<file path="src/rtl/fp_pkg.sv">
// Shared state encoding, flag positions and IEEE field helpers for the sequential FP adder.
// Helpers take words zero-extended to 64 bits so any format up to double precision fits.
package fp_pkg;

  typedef enum logic [2:0] {IDLE, ALIGN, ADD, NORM, ROUND, DONE} state_e;

  localparam int FLAG_INEXACT   = 0;
  localparam int FLAG_UNDERFLOW = 1;
  localparam int FLAG_OVERFLOW  = 2;
  localparam int FLAG_INVALID   = 3;

  function automatic logic [63:0] qnan(input int exp_w, input int man_w);
    logic [63:0] q;
    q = ((64'd1 << exp_w) - 64'd1) << man_w;
    q = q | (64'd1 << (man_w - 1));
    return q;
  endfunction

  function automatic logic [63:0] exp_field(input logic [63:0] word, input int exp_w,
                                            input int man_w);
    return (word >> man_w) & ((64'd1 << exp_w) - 64'd1);
  endfunction

  function automatic logic [63:0] man_field(input logic [63:0] word, input int man_w);
    return word & ((64'd1 << man_w) - 64'd1);
  endfunction

  function automatic logic is_inf(input logic [63:0] word, input int exp_w, input int man_w);
    return (exp_field(word, exp_w, man_w) == ((64'd1 << exp_w) - 64'd1)) &&
           (man_field(word, man_w) == 64'd0);
  endfunction

  function automatic logic is_nan(input logic [63:0] word, input int exp_w, input int man_w);
    return (exp_field(word, exp_w, man_w) == ((64'd1 << exp_w) - 64'd1)) &&
           (man_field(word, man_w) != 64'd0);
  endfunction

endpackage

</file>
<file path="src/rtl/fp_unpack.sv">
// Combinational split of an FP word into sign, raw exponent, significand and class bits.
module fp_unpack
  import fp_pkg::*;
#(
  parameter int EXP_W = 8,
  parameter int MAN_W = 23
) (
  input  logic [EXP_W+MAN_W:0] op_i,
  output logic                 sign_o,
  output logic [EXP_W-1:0]     exp_o,
  output logic [MAN_W:0]       sig_o,
  output logic                 zero_o,
  output logic                 denorm_o,
  output logic                 inf_o,
  output logic                 nan_o,
  output logic                 snan_o
);

  logic [EXP_W-1:0] exp_raw;
  logic [MAN_W-1:0] man;
  logic             exp_nz;

  assign exp_raw  = op_i[EXP_W+MAN_W-1:MAN_W];
  assign man      = op_i[MAN_W-1:0];
  assign exp_nz   = |exp_raw;

  assign sign_o   = op_i[EXP_W+MAN_W];
  assign exp_o    = exp_raw;
  assign sig_o    = {exp_nz, man};
  assign zero_o   = !exp_nz && (man == '0);
  assign denorm_o = !exp_nz && (man != '0);
  assign inf_o    = is_inf(64'(op_i), EXP_W, MAN_W);
  assign nan_o    = is_nan(64'(op_i), EXP_W, MAN_W);
  // Quiet bit is the mantissa MSB; a NaN without it is signalling.
  assign snan_o   = nan_o && !man[MAN_W-1];

endmodule

</file>
<file path="src/rtl/fp_addsub_seq.sv">
// Multi-cycle FP adder/subtractor: ALIGN, ADD, NORM (one shift per cycle), ROUND (RNE), DONE.
// NaN/inf operands are resolved at capture and go straight to DONE.
module fp_addsub_seq
  import fp_pkg::*;
#(
  parameter int EXP_W = 8,
  parameter int MAN_W = 23
) (
  input  logic                 clk,
  input  logic                 rst_n,
  input  logic                 in_valid,
  output logic                 in_ready,
  input  logic [EXP_W+MAN_W:0] a,
  input  logic [EXP_W+MAN_W:0] b,
  input  logic                 sub,
  output logic                 out_valid,
  input  logic                 out_ready,
  output logic [EXP_W+MAN_W:0] result,
  output logic [3:0]           flags
);

  localparam int W  = 1 + EXP_W + MAN_W;
  localparam int FW = MAN_W + 4;  // hidden + mantissa + guard/round/sticky
  localparam int MW = MAN_W + 5;  // FW plus carry
  localparam int XW = EXP_W + 1;

  state_e           state_q, state_d;
  logic             sa_q, sa_d, sb_q, sb_d;
  logic [EXP_W-1:0] ea_q, ea_d, eb_q, eb_d;
  logic [MAN_W:0]   ma_q, ma_d, mb_q, mb_d;
  logic             sign_q, sign_d, eff_sub_q, eff_sub_d;
  logic [XW-1:0]    exp_q, exp_d;
  logic [MW-1:0]    m_q, m_d;
  logic [FW-1:0]    y_q, y_d;
  logic [W-1:0]     res_q, res_d;
  logic [3:0]       flags_q, flags_d;

  logic             ua_sign, ua_zero, ua_den, ua_inf, ua_nan, ua_snan;
  logic             ub_sign, ub_zero, ub_den, ub_inf, ub_nan, ub_snan;
  logic [EXP_W-1:0] ua_exp, ub_exp;
  logic [MAN_W:0]   ua_sig, ub_sig;
  logic             sb_eff;

  fp_unpack #(.EXP_W(EXP_W), .MAN_W(MAN_W)) u_unpack_a (
    .op_i(a), .sign_o(ua_sign), .exp_o(ua_exp), .sig_o(ua_sig), .zero_o(ua_zero),
    .denorm_o(ua_den), .inf_o(ua_inf), .nan_o(ua_nan), .snan_o(ua_snan)
  );

  fp_unpack #(.EXP_W(EXP_W), .MAN_W(MAN_W)) u_unpack_b (
    .op_i(b), .sign_o(ub_sign), .exp_o(ub_exp), .sig_o(ub_sig), .zero_o(ub_zero),
    .denorm_o(ub_den), .inf_o(ub_inf), .nan_o(ub_nan), .snan_o(ub_snan)
  );

  assign sb_eff = ub_sign ^ sub;

  logic             a_big;
  logic [EXP_W-1:0] ex, ey, diff;
  logic [MAN_W:0]   sx_sig, sy_sig;
  logic [2*FW-1:0]  y_wide;
  logic [FW-1:0]    y_al;

  // Low half of y_wide catches every bit shifted past the sticky position.
  always_comb begin
    a_big  = {ea_q, ma_q} >= {eb_q, mb_q};
    ex     = a_big ? ea_q : eb_q;
    ey     = a_big ? eb_q : ea_q;
    sx_sig = a_big ? ma_q : mb_q;
    sy_sig = a_big ? mb_q : ma_q;
    diff   = ex - ey;
    y_wide = {sy_sig, 3'b000, {FW{1'b0}}} >> diff;
    if (32'(diff) >= 32'(MAN_W + 3)) begin
      y_al = {{(FW-1){1'b0}}, |sy_sig};
    end else begin
      y_al = {y_wide[2*FW-1:FW+1], y_wide[FW] | (|y_wide[FW-1:0])};
    end
  end

  logic             rnd_up, inexact, hidden;
  logic [MAN_W+1:0] sig_r;
  logic [XW-1:0]    exp_r;

  always_comb begin
    inexact = |m_q[2:0];
    rnd_up  = m_q[2] & (m_q[1] | m_q[0] | m_q[3]);
    sig_r   = {1'b0, m_q[MW-2:3]} + {{(MAN_W+1){1'b0}}, rnd_up};
    exp_r   = sig_r[MAN_W+1] ? exp_q + XW'(1) : exp_q;
    hidden  = sig_r[MAN_W+1] | sig_r[MAN_W];
  end

  always_comb begin
    state_d   = state_q;
    sa_d      = sa_q;
    sb_d      = sb_q;
    ea_d      = ea_q;
    eb_d      = eb_q;
    ma_d      = ma_q;
    mb_d      = mb_q;
    sign_d    = sign_q;
    eff_sub_d = eff_sub_q;
    exp_d     = exp_q;
    m_d       = m_q;
    y_d       = y_q;
    res_d     = res_q;
    flags_d   = flags_q;
    case (state_q)
      IDLE: begin
        if (in_valid) begin
          sa_d    = ua_sign;
          sb_d    = sb_eff;
          ea_d    = (ua_zero | ua_den) ? EXP_W'(1) : ua_exp;
          eb_d    = (ub_zero | ub_den) ? EXP_W'(1) : ub_exp;
          ma_d    = ua_sig;
          mb_d    = ub_sig;
          flags_d = '0;
          if (ua_nan | ub_nan) begin
            res_d                 = W'(qnan(EXP_W, MAN_W));
            flags_d[FLAG_INVALID] = ua_snan | ub_snan;
            state_d               = DONE;
          end else if (ua_inf && ub_inf && (ua_sign != sb_eff)) begin
            res_d                 = W'(qnan(EXP_W, MAN_W));
            flags_d[FLAG_INVALID] = 1'b1;
            state_d               = DONE;
          end else if (ua_inf) begin
            res_d   = {ua_sign, {EXP_W{1'b1}}, {MAN_W{1'b0}}};
            state_d = DONE;
          end else if (ub_inf) begin
            res_d   = {sb_eff, {EXP_W{1'b1}}, {MAN_W{1'b0}}};
            state_d = DONE;
          end else begin
            state_d = ALIGN;
          end
        end
      end
      ALIGN: begin
        sign_d    = a_big ? sa_q : sb_q;
        eff_sub_d = sa_q ^ sb_q;
        exp_d     = {1'b0, ex};
        m_d       = {1'b0, sx_sig, 3'b000};
        y_d       = y_al;
        state_d   = ADD;
      end
      ADD: begin
        m_d     = eff_sub_q ? m_q - {1'b0, y_q} : m_q + {1'b0, y_q};
        state_d = NORM;
      end
      NORM: begin
        if (m_q == '0) begin
          sign_d  = eff_sub_q ? 1'b0 : sign_q;
          state_d = ROUND;
        end else if (m_q[MW-1]) begin
          m_d     = {1'b0, m_q[MW-1:2], m_q[1] | m_q[0]};
          exp_d   = exp_q + XW'(1);
          state_d = ROUND;
        end else if (!m_q[MW-2] && (exp_q > XW'(1))) begin
          m_d   = m_q << 1;
          exp_d = exp_q - XW'(1);
        end else begin
          state_d = ROUND;
        end
      end
      ROUND: begin
        flags_d = '0;
        if (hidden && (exp_r >= {1'b0, {EXP_W{1'b1}}})) begin
          res_d                  = {sign_q, {EXP_W{1'b1}}, {MAN_W{1'b0}}};
          flags_d[FLAG_OVERFLOW] = 1'b1;
          flags_d[FLAG_INEXACT]  = 1'b1;
        end else if (hidden) begin
          res_d                 = {sign_q, exp_r[EXP_W-1:0], sig_r[MAN_W-1:0]};
          flags_d[FLAG_INEXACT] = inexact;
        end else begin
          res_d                   = {sign_q, {EXP_W{1'b0}}, sig_r[MAN_W-1:0]};
          flags_d[FLAG_UNDERFLOW] = inexact;
          flags_d[FLAG_INEXACT]   = inexact;
        end
        state_d = DONE;
      end
      DONE: begin
        if (out_ready) state_d = IDLE;
      end
      default: state_d = IDLE;
    endcase
  end

  always_ff @(posedge clk or negedge rst_n) begin
    if (!rst_n) begin
      state_q   <= IDLE;
      sa_q      <= 1'b0;
      sb_q      <= 1'b0;
      ea_q      <= '0;
      eb_q      <= '0;
      ma_q      <= '0;
      mb_q      <= '0;
      sign_q    <= 1'b0;
      eff_sub_q <= 1'b0;
      exp_q     <= '0;
      m_q       <= '0;
      y_q       <= '0;
      res_q     <= '0;
      flags_q   <= '0;
    end else begin
      state_q   <= state_d;
      sa_q      <= sa_d;
      sb_q      <= sb_d;
      ea_q      <= ea_d;
      eb_q      <= eb_d;
      ma_q      <= ma_d;
      mb_q      <= mb_d;
      sign_q    <= sign_d;
      eff_sub_q <= eff_sub_d;
      exp_q     <= exp_d;
      m_q       <= m_d;
      y_q       <= y_d;
      res_q     <= res_d;
      flags_q   <= flags_d;
    end
  end

  assign in_ready  = (state_q == IDLE);
  assign out_valid = (state_q == DONE);
  assign result    = res_q;
  assign flags     = flags_q;

endmodule
</file>
<file path="config.mk">
export PLATFORM = sky130hd
export DESIGN_NAME = fp_addsub_seq
export DESIGN_NICKNAME = d
export VERILOG_FILES = /design/src/rtl/fp_pkg.sv /design/src/rtl/fp_unpack.sv /design/src/rtl/fp_addsub_seq.sv
export SDC_FILE = /design/constraint.sdc
export NUM_CORES = 1
export LEC_CHECK = 0
export CAP_MARGIN = 10
export CORE_ASPECT_RATIO = 0.7
export CORE_MARGIN = 10
export CORE_UTILIZATION = 30
export DETAILED_ROUTE_END_ITERATION = 10
export PLACE_DENSITY_LB_ADDON = 0.05
export SKIP_LAST_GASP = 1
export SLEW_MARGIN = 20
export SYNTH_ARGS = -nofsm -noshare
export SYNTH_HDL_FRONTEND = slang
export SYNTH_SLANG_ARGS = --single-unit
</file>
<file path="constraint.sdc">
create_clock -name clk -period 8.5 [get_ports clk]
set_clock_uncertainty 0.05 [all_clocks]
set_input_delay 0.85 -clock clk [delete_from_list [all_inputs] [get_ports clk]]
set_output_delay 0.85 -clock clk [all_outputs]
set_load 0.02 [all_outputs]
</file>
==> results by group, run 1 <==
Global routing
  • Largest net degree at the start of global routing: 103
  • Global-route wire length before repair: 93900 um
  • Initial antenna violation count: 0
  • Total track usage: 0.212
  • GR Overflow Total: 0
  • Vias in the first global route: 13.9k

Critical path
  • Worst Setup SP: ma_q[13]$_DFFE_PN0P_
  • Critical Path, Cell by Cell: ha_1 -> a21oi_1 -> o21bai_1 -> a2111oi_2 -> o21ai_2 -> nand3_1 -> nand2_1 -> buf_4 -> nor2_1 -> a22oi_1 -> ha_1 -> a311oi_1 -> a31oi_1 -> nor2_4 -> mux2i_1 -> a2111oi_0 -> nor3_1 -> nor4_1 -> o2111a_1 -> nand3_1 -> nor3b_2
  • CP max stage cell: nor2_4
  • Crit-path max FO: 24
  • Worst Path Arrival: 7.12 ns
  • Element type at the critical path end: flop
  • RR Endpoint: y_q[0]$_DFFE_PN0P_
  • Critical Path RT: 8.81 ns
  • Worst Setup Start Kind: flop
  • R2R Setup Slk: 1.70 ns
  • WS Path Type: flop to flop
  • FF-to-FF Start: ma_q[13]$_DFFE_PN0P_
  • R2r worst-path depth: 21
  • CP peak stage delay: 0.62 ns
  • Setup crit end: y_q[0]$_DFFE_PN0P_

Synth
  • EDFF count, synth: 0
  • Most common cell in the netlist: nand2_1
  • Synthesized cell area: 14500 sq um
  • Syn_area_per_cell: 8.11 sq um
  • Library cells used by synthesis: 96
  • Syn. warnings: 0
  • Ys flop type: dfrtp_1
  • Synth top cells by count: 222 x nand2_1, 171 x dfrtp_1, 142 x o21ai_0
  • Yosys reg bits: 171
  • Sequential cell area fraction in the yosys report: 0.294
  • Yosys top cell by area: dfrtp_1
  • Cells after Synth: 1793
  • Share of the synthesized area in the top cell type: 0.294
  • Post-Syn Nets: 1928
  • Top cells by area, synth: dfrtp_1 29%, nand2_1 5.7%, ha_1 5.6%
  • Post-synth ARST share: 1.00

Drt
  • Initial DRC Count: 1735
  • Via count: 14.5k
  • WL/cell: 25.0 um
  • Via/cell ratio: 5.80
  • Post-Route WL: 62200 um
  • DRC: 0
  • Routed Antenna Nets: 0
  • First drt pass iteration count: 6

Cells and area
  • Fin cells: 2491
  • Layout area overhead: 15.0%
  • Layout cells sized above 1: 0.0839
  • Fin nets: 1958
  • # diodes: 0

Clocking
  • Worst-case clock buffer depth: 2
  • Hold-fix buffers at CTS: 0
  • Clock sink total: 171
  • Latest clock arrival within the worst-skew pair: 0.48 ns
  • # H-tree levels: 4
  • Num CTS Buffers: 17
  • Clock Pin Slew Worst Setup and Hold Paths: 0.08 ns
  • CTS resizes: 0
  • Clock root buffer: clkbuf_16
  • CTS tree: built
  • Setup bufs post-CTS: 0

Floorplan
  • Rows: 67
  • Die area: 57800 sq um
  • CORE AREA: 47900 sq um
  • Starting Density: 0.304
  • Ports: 107
  • Height of the die: 204 um
  • Die width: 283 um

Place
  • Final HPWL DP: 48200 um
  • Port bufs: 106
  • Routability cong.: 0.935
  • Placed Cells: 2459

Outcome
  • Status: finished clean

Timing
  • Post-layout min period: 6.80 ns
  • Max Freq: 0.147 GHz
  • Final Setup Violations: 0
  • Final count of hold timing violations: 0
  • RSZ-0062 raised after global routing: false
  • Final period util: 0.800
  • Worst-Margin Slew: 1.07 ns
  • Final TNS setup: 0 ns
  • Max-slew violation count: 0
  • Relative slew slack: 0.286

Run
  • Max-Cap Viols: 0

Min path
  • HP Class: flop to flop
  • Worst Hold Launch: result[9]$_DFFE_PN0P_
worst min path at each step:
stage / endpoint / slack, ns / cells past startpoint
3_3_place_gp: result[18]$_DFFE_PN0P_ / 0.42 / 2
4_1_cts: result[2]$_DFFE_PN0P_ / 0.44 / 2
5_1_grt: result[15]$_DFFE_PN0P_ / 0.46 / 2
6_report: result[9]$_DFFE_PN0P_ / 0.43 / 2
2_1_floorplan: result[31]$_DFFE_PN0P_ / 0.41 / 2
3_5_place_dp: result[2]$_DFFE_PN0P_ / 0.42 / 2
cells by family (layout without fill, tap and decap cells):
logic type                 count (synthesis)  after routing  synth area share
and+or+nand+nor                          655            655             0.218
xor gates and xnor gates                  81             81            0.0493
adders and majority gates                 66             66            0.0573
muxes                                     88             88            0.0739
DFF                                      171            171             0.294
buffers and inverters                    193            236            0.0572
AOI/OAI and AO/OA                        539            539             0.250
registers in the layout (all words and copies together), names as in the netlist, 4 cells and up:
name / count
m_q: 28
y_q: 27
result: 32
ma_q: 24
flags: 4
eb_q: 8
exp_q: 9
mb_q: 24
ea_q: 8
placed cells by master, fill, tap and decap left out, types with 10 or more instances in the layout:
cell type	count
nand2_1	222
dfrtp_1	171
o21ai_0	142
nor2_1	136
a21oi_1	106
clkdlybuf4s50_1	105
inv_1	69
ha_1	65
nor3_1	59
xnor2_1	50
nor4_1	45
mux2_2	44
nand3_1	44
nand4_1	33
mux2i_1	32
xor2_1	30
o22ai_1	29
buf_4	27
a31oi_1	25
and3_1	21
a211oi_1	21
nor2b_1	19
and2_1	17
a221oi_1	17
clkbuf_16	17
o21a_1	16
o221ai_1	16
o211ai_1	15
o22a_1	15
a22o_1	12
o31ai_1	11
or4_1	10
worst max-delay path: cells and delay by family, from the launching register on:
family,cells,cell delay [ns]
compound gates,9,2.80
simple gates,8,2.22
fa+ha+maj,2,0.57
flops,1,0.48
mux,1,0.30
buf+inv,1,0.25
cell type report:
type / count / area [sq um]
Sequential cell: 171 / 4280
Inverter: 70 / 263
Tap cell: 655 / 820
Timing Repair Buffer: 134 / 1280
Fill cell: 4984 / 31200
Clock buffer: 20 / 457
Clock inverter: 12 / 171
Multi-Input combinational cell: 1429 / 9440
per-stage QoR:
stage	hold slack [ns]	instance area, sq um	utilization	setup slack (ns)
global placement	0.419	16100	0.336	2.09
CTS	0.438	16700	0.349	1.91
detailed placement	0.420	16100	0.336	1.97
floorplan	0.412	14500	-	3.04
global route	0.458	16700	0.349	1.31
finish	0.432	16700	0.349	1.70
layer usage:
| layer | GRT usage | vias up | wire [um] |
|---|---|---|---|
| met5 | 0 | - | 0 |
| met4 | 0.0555 | 0 | 1160 |
| met3 | 0.0465 | 38 | 4580 |
| met2 | 0.286 | 519 | 24400 |
| met1 | 0.329 | 7147 | 32000 |
| li1 | - | 6746 | - |
Power of run 1 is left out: the tool's default activity adds up to more than one toggle a clock period on the data nets, which glitch-free logic cannot reach.
==> run 2, diff against run 1 <==
==> constraint.sdc (replaced) <==
create_clock -name clk -period 7 [get_ports clk]
set_clock_uncertainty 0.05 [all_clocks]
set_input_delay 0.7 -clock clk [delete_from_list [all_inputs] [get_ports clk]]
set_output_delay 0.7 -clock clk [all_outputs]
set_load 0.02 [all_outputs]
==> run 2 against run 1 <==
Net effect: wire length rose by 4.0%; count of clock-buffer cells in the layout did not move; die area did not move; via count rose by 1.7%; design area rose by 0.45%; first-iteration DRC count fell by 4.2%.
==> results by group, run 2 (synthesis results as in run 1) <==
Outcome
  • Status: finished clean

Clocking
  • Setup bufs post-CTS: 0 (unchanged)
  • # H-tree levels: 4 (unchanged)
  • Num CTS Buffers: 17 (unchanged)
  • CTS tree: built
  • Worst-case clock buffer depth: 2 (unchanged)
  • Hold-fix buffers at CTS: 0 (unchanged)
  • Latest clock arrival within the worst-skew pair: 0.48 ns (about the same)
  • Clock Pin Slew Worst Setup and Hold Paths: 0.08 ns (about the same)
  • CTS resizes: 0 (unchanged)
  • Clock root buffer: clkbuf_16
  • Clock sink total: 171 (unchanged)

Floorplan
  • Height of the die: 204 um (unchanged)
  • Die area: 57800 sq um (unchanged)
  • CORE AREA: 47900 sq um (unchanged)
  • Die width: 283 um (unchanged)
  • Ports: 107 (unchanged)
  • Rows: 67 (unchanged)
  • Starting Density: 0.304 (unchanged)

Place
  • Pre-CTS setup slack: 0.835 ns (-1.13 ns)
  • Routability cong.: 0.931 (-0.44%)
  • Final HPWL DP: 50700 um (+5.0%)
  • Port bufs: 106 (unchanged)
  • Placed Cells: 2473 (+0.57%)

Cells and area
  • Max reg flops: 32 (unchanged)
  • Layout cells sized above 1: 0.0892 (+0.00531)
  • Commonest non-fill, non-tap cell in the layout: nand2_1
  • Fin cells: 2505 (+0.56%)
  • Fin nets: 1972 (+0.72%)
  • Most frequent cells in the layout: 222 x nand2_1, 171 x dfrtp_1, 142 x o21ai_0, 136 x nor2_1, 106 x a21oi_1
  • # diodes: 0 (unchanged)
  • Layout area overhead: 15.5%

Drt
  • Via count: 14.7k (+1.7%)
  • Via/cell ratio: 5.86 (+1.1%)
  • DRC: 0 (unchanged)
  • Routed Antenna Nets: 0 (unchanged)
  • Initial DRC Count: 1662 (-4.2%)
  • Post-Route WL: 64700 um (+4.0%)
  • WL/cell: 25.8 um (+3.4%)
  • First drt pass iteration count: 5 (-1)

Timing
  • RSZ-0062 raised after global routing: false
  • Setup WS post-layout: 0.406 ns (-1.29 ns)
  • Final count of hold timing violations: 0 (unchanged)
  • Post-layout min period: 6.59 ns (-0.208 ns)
  • Relative slew slack: 0.238 (-0.0477)
  • Final TNS setup: 0 ns (unchanged)
  • Final Setup Violations: 0 (unchanged)
  • Max Freq: 0.152 GHz (+3.2%)
  • Max-slew violation count: 0 (unchanged)
  • Worst-Margin Slew: 1.14 ns (+0.0735 ns)
  • Final period util: 0.942 (+0.142)

Run
  • Max-Cap Viols: 0 (unchanged)

Critical path
  • Worst Setup Start Kind: flop
  • Crit-path max FO: 13 (-46%)
  • WS Path Type: flop to flop
  • Critical Path RT: 7.31 ns (-1.50 ns)
  • Worst Path Arrival: 6.90 ns (-0.22 ns)
  • Element type at the critical path end: flop

Global routing
  • GR Overflow Total: 0 (unchanged)
  • Initial antenna violation count: 0 (unchanged)
  • Largest net degree at the start of global routing: 72 (-30%)
  • Vias in the first global route: 13.9k (-0.050%)
  • Total track usage: 0.220 (+0.00719)
  • Global-route wire length before repair: 96600 um (+2.9%)

Min path
  • HP Class: primary input to asynchronous set/reset pin
==> run 2: cell count changes in the layout (fill, tap and decap cells not counted) <==
cell,before,now
inv_6,5,2
bufinv_16,3,2
clkbuf_1,1,2
nand2b_2,3,1
clkbuf_8,3,2
clkinv_8,0,1
clkinvlp_4,2,3
clkinv_4,0,2
nand2b_1,9,11
buf_4,27,41
==> run 2: worst paths after layout <==
path / startpoint / end / slack [ns] / depth (start not counted)
setup / recovery: ma_q[13]$_DFFE_PN0P_ / y_q[0]$_DFFE_PN0P_ / 0.41 / 20
min in group clk: result[7]$_DFFE_PN0P_ / result[7]$_DFFE_PN0P_ / 0.44 / 2
setup reg to reg: ma_q[13]$_DFFE_PN0P_ / y_q[0]$_DFFE_PN0P_ / 0.41 / 20
hold / removal: rst_n / ma_q[22]$_DFFE_PN0P_ / 0.13 / 1
max in group asynchronous: rst_n / m_q[12]$_DFFE_PN0P_ / 5.44 / 2
hold reg to reg: result[7]$_DFFE_PN0P_ / result[7]$_DFFE_PN0P_ / 0.44 / 2
==> run 2: metrics by stage <==
stage / util / hold WS (ns) / area (sq um)
final: 0.351 / 0.133 / 16800
after global routing: 0.351 / 0.152 / 16800
after CTS: 0.351 / 0.145 / 16800
after detailed placement: 0.338 / 0.423 / 16200
after global placement: 0.338 / 0.420 / 16200
after floorplan: - / 0.354 / 14500
==> run 2: final cells by class <==
type / count / area [sq um]
clock buffer: 20 / 447
fill: 4992 / 31100
clock inverter: 12 / 156
tap: 655 / 820
inverter: 70 / 263
sequential: 171 / 4280
timing repair buffer: 148 / 1380
multi-input combinational: 1429 / 9440
==> run 2: layer usage <==
metal,share of wire,track usage
met5,0,0
met2,0.39,0.294
met3,0.074,0.0501
met1,0.52,0.343
met4,0.017,0.0489
==> run 2: critical path: stages, from the launching register on <==
cell and delay [ns]:
dfrtp_1 0.49, ha_1 0.36, a21oi_1 0.18, o21bai_1 0.12
a2111oi_2 0.79, o21ai_2 0.13, nand3_1 0.16, nand2_1 0.23
nor2_1 0.16, a22oi_1 0.12, ha_1 0.24, a311oi_1 0.49
a31oi_1 0.49, nor2_4 0.47, buf_4 0.28, mux4_2 0.39
a32o_1 0.27, a2111oi_0 0.58, a311o_2 0.27, nand3_1 0.06
nor3b_2 0.15
Power of run 2 is left out for the same reason.
